--- src/rtl/pe_ctrl_pkg.sv ---
// Shared constants for the PE op sequencer: state encoding, mux selects,
// addsub ops and op-field bit positions.
package pe_ctrl_pkg;

    typedef enum logic [1:0] {
        ST_IDLE = 2'd0,
        ST_L2   = 2'd1,
        ST_AGGR = 2'd2,
        ST_HOLD = 2'd3
    } state_e;

    localparam logic [1:0] SEL_ZERO = 2'b00;
    localparam logic [1:0] SEL_MUL  = 2'b01;
    localparam logic [1:0] SEL_ACC  = 2'b10;
    localparam logic [1:0] SEL_HOLD = 2'b11;

    localparam logic [1:0] ADDSUB_ADD = 2'b00;
    localparam logic [1:0] ADDSUB_SUB = 2'b01;

    localparam int OP_L2   = 0;
    localparam int OP_AGGR = 1;

endpackage

--- src/rtl/pe_op_sequencer_if.sv ---
// Host/config handshake plus PE-facing control bus of the op sequencer.
interface pe_op_sequencer_if #(
    parameter int NUM_IP     = 8,
    parameter int NUM_ADDSUB = 2,
    parameter int CNT_W      = 8
);
    logic                      start;
    logic [1:0]                op;
    logic                      use_int_in;
    logic [2:0]                rounding_in;
    logic                      tininess_in;
    logic [CNT_W-1:0]          l2_cycles;
    logic [CNT_W-1:0]          aggr_cycles;
    logic                      abort;
    logic [31:0]               pe_out;
    logic [2*(NUM_IP+2)-1:0]   m_sel;
    logic [2*NUM_ADDSUB-1:0]   addsub_op;
    logic                      use_int;
    logic [2:0]                rounding;
    logic                      tininess;
    logic                      busy;
    logic                      done;
    logic                      err;
    logic [31:0]               result;
    logic                      result_valid;

    // host side (also stubs the PE result)
    modport master (
        output start, op, use_int_in, rounding_in, tininess_in,
               l2_cycles, aggr_cycles, abort, pe_out,
        input  m_sel, addsub_op, use_int, rounding, tininess,
               busy, done, err, result, result_valid
    );

    // sequencer side
    modport slave (
        input  start, op, use_int_in, rounding_in, tininess_in,
               l2_cycles, aggr_cycles, abort, pe_out,
        output m_sel, addsub_op, use_int, rounding, tininess,
               busy, done, err, result, result_valid
    );
endinterface

--- src/rtl/pe_op_sequencer_phase_counter.sv ---
// Loadable down-counter; tc is high while the count is zero, i.e. on the
// last cycle of a phase that was loaded with len-1.
module pe_phase_counter #(
    parameter int CNT_W = 8
) (
    input  logic             clock,
    input  logic             reset,
    input  logic             load,
    input  logic [CNT_W-1:0] load_val,
    output logic             tc
);
    logic [CNT_W-1:0] cnt;

    // reload on phase entry, otherwise count down and park at zero
    always_ff @(posedge clock or negedge reset) begin
        if (!reset)          cnt <= '0;
        else if (load)       cnt <= load_val;
        else if (cnt != '0)  cnt <= cnt - CNT_W'(1);
    end

    assign tc = (cnt == '0);
endmodule

--- src/rtl/pe_op_sequencer.sv ---
// Control FSM for the inner-product PE array: sequences L2 and AGGR phases,
// drives mux selects / addsub ops / numeric mode, and captures the PE result.
module pe_op_sequencer
    import pe_ctrl_pkg::*;
#(
    parameter int NUM_IP     = 8,
    parameter int NUM_ADDSUB = 2,
    parameter int CNT_W      = 8,
    parameter int SETTLE     = 1
) (
    input logic               clock,
    input logic               reset,
    pe_op_sequencer_if.slave  bus
);
    localparam logic [CNT_W-1:0] HOLD_LOAD = CNT_W'(SETTLE - 1);

    state_e           state, state_nx;
    logic             load, tc, accept, illegal, capture;
    logic [CNT_W-1:0] load_val;
    logic             aggr_en_q;
    logic [CNT_W-1:0] aggr_q;
    logic             use_int_q, tininess_q, done_q, err_q, rv_q;
    logic [2:0]       rounding_q;
    logic [31:0]      result_q;

    pe_phase_counter #(.CNT_W(CNT_W)) u_cnt (
        .clock    (clock),
        .reset    (reset),
        .load     (load),
        .load_val (load_val),
        .tc       (tc)
    );

    // next state; the counter is reloaded on every phase entry.
    // Abort dominates start, and a zero-length or disabled phase is skipped.
    always_comb begin
        state_nx = state;
        load     = 1'b0;
        load_val = '0;
        accept   = 1'b0;
        illegal  = 1'b0;
        capture  = 1'b0;
        unique case (state)
            ST_IDLE: if (bus.start && !bus.abort) begin
                if (bus.op == 2'b00) begin
                    illegal = 1'b1;
                end else begin
                    accept = 1'b1;
                    load   = 1'b1;
                    if (bus.op[OP_L2] && bus.l2_cycles != '0) begin
                        state_nx = ST_L2;
                        load_val = bus.l2_cycles - CNT_W'(1);
                    end else if (bus.op[OP_AGGR] && bus.aggr_cycles != '0) begin
                        state_nx = ST_AGGR;
                        load_val = bus.aggr_cycles - CNT_W'(1);
                    end else begin
                        state_nx = ST_HOLD;
                        load_val = HOLD_LOAD;
                    end
                end
            end
            ST_L2: if (bus.abort) begin
                state_nx = ST_IDLE;
            end else if (tc) begin
                load = 1'b1;
                if (aggr_en_q && aggr_q != '0) begin
                    state_nx = ST_AGGR;
                    load_val = aggr_q - CNT_W'(1);
                end else begin
                    state_nx = ST_HOLD;
                    load_val = HOLD_LOAD;
                end
            end
            ST_AGGR: if (bus.abort) begin
                state_nx = ST_IDLE;
            end else if (tc) begin
                state_nx = ST_HOLD;
                load     = 1'b1;
                load_val = HOLD_LOAD;
            end
            ST_HOLD: if (bus.abort) begin
                state_nx = ST_IDLE;
            end else if (tc) begin
                state_nx = ST_IDLE;
                capture  = 1'b1;
            end
            default: state_nx = ST_IDLE;
        endcase
    end

    // state, latched config/mode, result capture and one-cycle pulses
    always_ff @(posedge clock or negedge reset) begin
        if (!reset) begin
            state      <= ST_IDLE;
            aggr_en_q  <= 1'b0;
            aggr_q     <= '0;
            use_int_q  <= 1'b0;
            rounding_q <= '0;
            tininess_q <= 1'b0;
            done_q     <= 1'b0;
            err_q      <= 1'b0;
            rv_q       <= 1'b0;
            result_q   <= '0;
        end else begin
            state  <= state_nx;
            done_q <= capture;
            err_q  <= illegal;
            if (accept) begin
                aggr_en_q  <= bus.op[OP_AGGR];
                aggr_q     <= bus.aggr_cycles;
                use_int_q  <= bus.use_int_in;
                rounding_q <= bus.rounding_in;
                tininess_q <= bus.tininess_in;
                rv_q       <= 1'b0;
            end
            if (capture) begin
                result_q <= bus.pe_out;
                rv_q     <= 1'b1;
            end
        end
    end

    // select / addsub decode; HOLD parks the array exactly like IDLE
    always_comb begin
        logic [1:0] front, back, outs, asop;
        front = SEL_HOLD;
        back  = SEL_HOLD;
        outs  = SEL_ACC;
        asop  = ADDSUB_ADD;
        case (state)
            ST_L2:   begin front = SEL_MUL; back = SEL_ZERO; outs = SEL_MUL;  asop = ADDSUB_SUB; end
            ST_AGGR: begin front = SEL_MUL; back = SEL_ACC;  outs = SEL_ZERO; asop = ADDSUB_ADD; end
            default: ;
        endcase
        bus.m_sel = '0;
        for (int k = 0; k < NUM_IP; k++)
            bus.m_sel[2*k +: 2] = (k < NUM_IP/2) ? front : back;
        bus.m_sel[2*NUM_IP     +: 2] = outs;
        bus.m_sel[2*NUM_IP + 2 +: 2] = outs;
        bus.addsub_op = {NUM_ADDSUB{asop}};
    end

    assign bus.use_int      = use_int_q;
    assign bus.rounding     = rounding_q;
    assign bus.tininess     = tininess_q;
    assign bus.busy         = (state != ST_IDLE);
    assign bus.done         = done_q;
    assign bus.err          = err_q;
    assign bus.result       = result_q;
    assign bus.result_valid = rv_q;
endmodule

--- src/flat_wrapper.sv ---
// flat-port wrapper written by rule: the top's interface ports become plain ports
module pe_op_sequencer_flat import pe_ctrl_pkg::*;
#(
    parameter int NUM_IP     = 8,
    parameter int NUM_ADDSUB = 2,
    parameter int CNT_W      = 8,
    parameter int SETTLE     = 1
)
  (clock, reset, bus_start, bus_op, bus_use_int_in, bus_rounding_in, bus_tininess_in, bus_l2_cycles, bus_aggr_cycles, bus_abort, bus_pe_out, bus_m_sel, bus_addsub_op, bus_use_int, bus_rounding, bus_tininess, bus_busy, bus_done, bus_err, bus_result, bus_result_valid);
  pe_op_sequencer_if #(.NUM_IP(NUM_IP), .NUM_ADDSUB(NUM_ADDSUB), .CNT_W(CNT_W)) bus_i ();
  input logic clock;
  input logic reset;
  input wire logic [$bits(bus_i.start)-1:0] bus_start;
  input wire logic [$bits(bus_i.op)-1:0] bus_op;
  input wire logic [$bits(bus_i.use_int_in)-1:0] bus_use_int_in;
  input wire logic [$bits(bus_i.rounding_in)-1:0] bus_rounding_in;
  input wire logic [$bits(bus_i.tininess_in)-1:0] bus_tininess_in;
  input wire logic [$bits(bus_i.l2_cycles)-1:0] bus_l2_cycles;
  input wire logic [$bits(bus_i.aggr_cycles)-1:0] bus_aggr_cycles;
  input wire logic [$bits(bus_i.abort)-1:0] bus_abort;
  input wire logic [$bits(bus_i.pe_out)-1:0] bus_pe_out;
  output wire logic [$bits(bus_i.m_sel)-1:0] bus_m_sel;
  output wire logic [$bits(bus_i.addsub_op)-1:0] bus_addsub_op;
  output wire logic [$bits(bus_i.use_int)-1:0] bus_use_int;
  output wire logic [$bits(bus_i.rounding)-1:0] bus_rounding;
  output wire logic [$bits(bus_i.tininess)-1:0] bus_tininess;
  output wire logic [$bits(bus_i.busy)-1:0] bus_busy;
  output wire logic [$bits(bus_i.done)-1:0] bus_done;
  output wire logic [$bits(bus_i.err)-1:0] bus_err;
  output wire logic [$bits(bus_i.result)-1:0] bus_result;
  output wire logic [$bits(bus_i.result_valid)-1:0] bus_result_valid;
  assign bus_i.start = bus_start;
  assign bus_i.op = bus_op;
  assign bus_i.use_int_in = bus_use_int_in;
  assign bus_i.rounding_in = bus_rounding_in;
  assign bus_i.tininess_in = bus_tininess_in;
  assign bus_i.l2_cycles = bus_l2_cycles;
  assign bus_i.aggr_cycles = bus_aggr_cycles;
  assign bus_i.abort = bus_abort;
  assign bus_i.pe_out = bus_pe_out;
  assign bus_m_sel = bus_i.m_sel;
  assign bus_addsub_op = bus_i.addsub_op;
  assign bus_use_int = bus_i.use_int;
  assign bus_rounding = bus_i.rounding;
  assign bus_tininess = bus_i.tininess;
  assign bus_busy = bus_i.busy;
  assign bus_done = bus_i.done;
  assign bus_err = bus_i.err;
  assign bus_result = bus_i.result;
  assign bus_result_valid = bus_i.result_valid;
  pe_op_sequencer #(.NUM_IP(NUM_IP), .NUM_ADDSUB(NUM_ADDSUB), .CNT_W(CNT_W), .SETTLE(SETTLE)) u_core (.clock(clock), .reset(reset), .bus(bus_i));
endmodule
--- config.mk ---
export PLATFORM = sky130hd
export DESIGN_NAME = pe_op_sequencer_flat
export DESIGN_NICKNAME = d
export VERILOG_FILES = /design/src/rtl/pe_ctrl_pkg.sv /design/src/rtl/pe_op_sequencer_if.sv /design/src/rtl/pe_op_sequencer_phase_counter.sv /design/src/rtl/pe_op_sequencer.sv /design/src/flat_wrapper.sv
export SDC_FILE = /design/constraint.sdc
export NUM_CORES = 1
export LEC_CHECK = 0
export BUFFER_PORTS_ARGS = -buffer_cell sky130_fd_sc_hd__buf_2
export CAP_MARGIN = 20
export CORE_MARGIN = 3
export CORE_UTILIZATION = 45
export DETAILED_ROUTE_END_ITERATION = 8
export PLACE_DENSITY_LB_ADDON = 0.3
export SLEW_MARGIN = 20
export SYNTH_ARGS = -nofsm -noshare
export SYNTH_HDL_FRONTEND = slang
export SYNTH_SLANG_ARGS = --single-unit
--- constraint.sdc ---
create_clock -name clock -period 5 [get_ports clock]
set_input_delay 1 -clock clock [delete_from_list [all_inputs] [get_ports clock]]
set_output_delay 1 -clock clock [all_outputs]
set_load 0.02 [all_outputs]
* Yosys cells after proc, flatten, opt, wreduce, memory -nomap -nowiden
Index checks and enable logic that the tools add are counted.
Operators by class: multiplexer cells 38, eq/ne operators 8, add/subtract/negate cells 4, reduce and logical (&&, ||, !) cells 17
Operators by type and width (count):
- $mux W8 | 9
- $reduce_bool A8 Y1 | 4
- $sub A8 B1 Y8 const B | 4
- $mux W2 | 10
- $pmux W8 S2 | 1
- $mux W1 | 14
- $ne A3 B2 Y1 const B | 3
- $logic_not A8 Y1 | 1
- $pmux W2 S2 | 2
- $pmux W2 S4 | 1
- $reduce_bool A2 Y1 | 3
- $reduce_and A5 Y1 | 1
- $eq A2 B2 Y1 const B | 2
- $logic_and A1 B1 Y1 | 4
- $logic_not A2 Y1 | 2
- $eq A2 B1 Y1 const B | 1
- $ne A2 B1 Y1 const B | 1
- $ne A2 B2 Y1 const B | 1
- $pmux W1 S2 | 1
- $reduce_or A2 Y1 | 1
- $logic_not A1 Y1 | 1
Storage, ports and cells: flip-flop bits (word level) 59, output and inout bits 65, word-level logic and storage cells 78, input bits 59

* Depth between registers and ports, before layout
depth in word-level cells 8, mapped depth 9, depth with buffers taken out 7

* Cells and area by module
From an unflattened synthesis, not the netlist that was laid out.
Unflattened totals: cell total of the unflattened synthesis 335, area, all modules 3369.5 um2
Modules (own cells, without submodules):
- pe_op_sequencer | area each 2881.5 um2, cells each 281, instances 1, seq. area each 1276.2 um2
- pe_phase_counter | area each 488.0 um2, cells each 54, instances 1, seq. area each 200.2 um2

* Worst setup path before layout
Ideal clock, no wire load.
path type input to register, start input bus_l2_cycles[0], end register u_core.state[0], slack 2.407 ns, setup time 0.135 ns, path buffers 0, arrival time 2.458 ns, required time 4.865 ns, cell stages on the path 7, cell sequence inv_1 ha_1 or3b_2 o21ai_0 o211ai_1 a211oi_1 a21oi_1
Between the ends: longest elaborated chain between the ends 6
RTL lines:
- start: declaration | line flat_wrapper.sv:18 | input wire logic [$bits(bus_i.l2_cycles)-1:0] bus_l2_cycles;
- $reduce_bool A8 Y1 | line pe_op_sequencer.sv:50 | if (bus.op[OP_L2] && bus.l2_cycles != '0) begin
- $logic_and A1 B1 Y1 | line pe_op_sequencer.sv:50
- $mux W2 | line pe_op_sequencer.sv:50
- $mux W2 | line pe_op_sequencer.sv:45 | if (bus.op == 2'b00) begin
- $mux W2 | line pe_op_sequencer.sv:44 | ST_IDLE: if (bus.start && !bus.abort) begin
- $pmux W2 S4 | line pe_op_sequencer.sv:43 | unique case (state)
- end signal: assignment | line pe_op_sequencer.sv:105 | state <= state_nx;
- end: declaration | line pe_op_sequencer.sv:17 | state_e state, state_nx;
Every way passes these cells. The select of a mux whose other input is x is not followed. A chain may end at the register's enable or synchronous reset.

* Worst setup path in the final report
Ends and elaborated chain as after synthesis.

==> impl_metrics.csv <==
group,metric,value,unit
global_route,grt.busiest_layer,"met2",
sta,rsz_0062_raised_after_global_routing,"no",
clock_network,clock_tree_from_tritoncts,"built",
synthesis,synthFlopType,"dfrtp_1",
global_route,grtUsageMet2,31.0,%
critical_path,crit_chain,"buf_2, inv_1, ha_1, or3b_2, o21ai_0, o211ai_1, a211oi_1, a21oi_1",
synthesis,seq_total_area_yosys,44.4,%
place,detailed_place_hpwl,5980,microns
place,io_buffers,117,
pwr,vdd_ir_drop_max,0.000263,V
global_route,grt_antenna_before_repair,0,
place,globalplace.congestion,0.942,
drt,detail_route.drc_violations,0,
critical_path,setup.worst_path.end_class,"flip-flop",
die,rows,30,
synthesis,synthesis.instances,329,
synthesis,netlist_area,3330,sq um
critical_path,critPathKind,"in2reg",
global_route,gr-usage-all-layers,19.3,%
critical_path,timing.critical_path.required,5.20,ns
clock_network,worst_setup_hold_path_clk_slew,0.06,ns
drt,firstDrtPassIters,4,
run,cap_viol_max_count,0,
sta,period_minus_slack,2.65,ns
sta,final_cycle_share,53.0,%
drt,num_vias,2738,
critical_path,cpLargestDelayFamily,"compound AO/OA/AOI/OAI gates",
sta,finalHoldViolCount,0,
clock_network,clock_tree.buffer_depth,2,
die,initial_core_util,47.7,%
place,dpl_worst_slack,2.06,ns
critical_path,cp-start-kind,"input pin",
synthesis,synth_most_common_cell,"dfrtp_1",
global_route,grt_pass1_vias,2741,
synthesis,netlist.top_cell.by_area,"dfrtp_1",
clock_network,clock_tree.root_cell,"clkbuf_8",
drt,detail_routed_net_length_per_standard_cell,14.8,microns
place,placed_area,3860,sq um
sta,maxSlewHeadroom,55.7,%
synthesis,synth_warnings,0,
outcome,outcome,"finished clean",
global_route,maximum_number_of_pins_on_one_net_before_global_route_repair,53,
final_layout,final_cell_area,4090,sq um
clock_network,cts_repair_resize_count,0,
global_route,met1_use_gr,25.1,%
synthesis,synth_enable_flop_cells,0,
drt,postRouteAntennaNets,0,
global_route,globalRoute.totalOverflow,0,
die,floorplan.die_area,8460,sq um
synthesis,yosys.cell_types.count,53,
sta,totalNegativeSetupSlack,0,ns
drt,finalWirelength,7870,microns
clock_network,cts.sink_count,59,
final_layout,layout_overhead_on_the_synthesized_area,22.7,%
clock_network,cts_buffers,9,
die,die_y,92,microns
synthesis,synth.ff_latch_count,59,
clock_network,htree_num_levels,3,
final_layout,num_antenna_cells,0,
final_layout,finalNetCount,502,
sta,layout_setup_ws,2.35,ns
sta,maxClockFrequency,378,MHz
pwr,pwr_density_cell,574,nW/um^2
critical_path,critPathBufInv,2,
die,fp.dieW,92,microns
drt,initialDrtViolationCount,208,
global_route,grt_first_pass_wirelength,13100,microns
critical_path,worst_path_largest_cell_delay,0.50,ns
drt,viasPerCell,5.16,
clock_network,cts_setup_buffers,0,
die,ios,124,
global_route,gr-usage-met3,3.86,%
sta,maxSlewViolCount,0,
synthesis,post_synth_main_area_contributors,"dfrtp_1 44%, mux2_2 11%, nand2_1 5.5%",
clock_network,worst_skew_pair.late_latency,0.33,ns
critical_path,setup.reg_to_reg.worst_slack,2.38,ns
critical_path,critical_path.max_fanout,5,
pwr,leakagePower,2.22,nW
final_layout,post_route_cells_drive_above_1_share,40.7,%
worst_hold_path,hold_path.class,"reg2reg",
clock_network,cts_hold_buffers,0,
synthesis,async_flop_share,100,%
sta,setup_violations,0,
sta,finalClockSkew,0.00802,ns
synthesis,post_synth.cell_area_avg,10.1,sq um
sta,tightestPinTransition,0.665,ns
synthesis,synth_commonest_cells,"59 x dfrtp_1, 49 x nand2_1, 32 x mux2_2",
synthesis,synth_top_cell_area_share,44.4,%
die,core-area,6980,sq um
critical_path,cp.arrival,2.84,ns
critical_path,cp_slowest_cell,"or3b_2",
worst reg2reg max path: stages, from the launching register on:
cell and delay (ns):
dfrtp_1 0.41, inv_1 0.13, ha_1 0.34, and3b_1 0.33, nand2_1 0.42, nor2_1 0.44
o221ai_1 0.21, a32o_1 0.24
layer usage:
metal | share of wire [%] | wire length (microns)
met5 | 0 | 0
met1 | 42 | 3300
met3 | 6.6 | 521
met2 | 49 | 3840
met4 | 2.7 | 210
state kept, by name, summed over array words and instances (netlist names), 2 cells and up:
register             flops
u_core.state             2
u_core.aggr_q            8
u_core.u_cnt.cnt         8
u_core.bus.rounding      3
u_core.bus.result       32
power by group:
group	internal, mW	switching, mW
Clock	0.305	0.185
Sequential	0.644	0.120
Combinational	0.406	0.682
Total	1.36	0.988
cell families (layout without fill, tap and decap cells):
family,Yosys count,count (layout),synth area share [%]
and+or+nand+nor,102,102,14.9
DFF,59,59,44.4
buffers and inverters,53,155,8.50
AOI/OAI and AO/OA,48,48,11.1
muxes,36,36,12.0
xor gates and xnor gates,17,17,4.47
adders and majority gates,12,12,4.51
other,2,6,0.226
stage by stage:
| step | utilization [%] | total power [mW] | hold WS [ns] | instances |
|---|---|---|---|---|
| 3_3_place_gp | 55.3 | 1.84 | 0.460 | 516 |
| 6_report | 58.5 | 2.34 | 0.465 | 531 |
| 3_5_place_dp | 55.3 | 1.86 | 0.457 | 516 |
| 2_1_floorplan | - | 1.64 | 0.489 | 333 |
| 5_1_grt | 58.5 | 2.50 | 0.485 | 531 |
| 4_1_cts | 58.5 | 2.36 | 0.473 | 531 |
cells in the final DEF (no fill, tap or decap), types with 6 or more instances in the layout:
master    Yosys  final
xnor2_1       9      9
nand2_1      49     49
mux2_2       32     32
inv_1        21     21
clkbuf_8      0     11
dfrtp_1      59     59
conb_1        2      6
o21ai_0       7      7
buf_2         3    117
xor2_1        8      8
ha_1         12     12
nor2_1       20     20
area by class of cell:
type,count,area [sq um]
multi-input combinational,221,1580
fill,650,2900
tap,96,120
inverter,21,78.8
sequential,59,1480
clock inverter,4,73.8
timing repair buffer,119,601
clock buffer,11,151
final timing paths:
path / from / to / cells after the start
max in group asynchronous: reset / u_core.bus.result_valid / 2
worst min register to register: u_core.bus.tininess / u_core.bus.tininess / 2
min in group asynchronous: reset / u_core.bus.result[8] / 1
worst max-delay path: bus_l2_cycles[0] / u_core.state[0] / 8
worst max register to register: u_core.state[0] / u_core.u_cnt.cnt[6] / 7
worst min-delay path: u_core.bus.tininess / u_core.bus.tininess / 2
No activity file was read; power rests on OpenSTA's default activity.
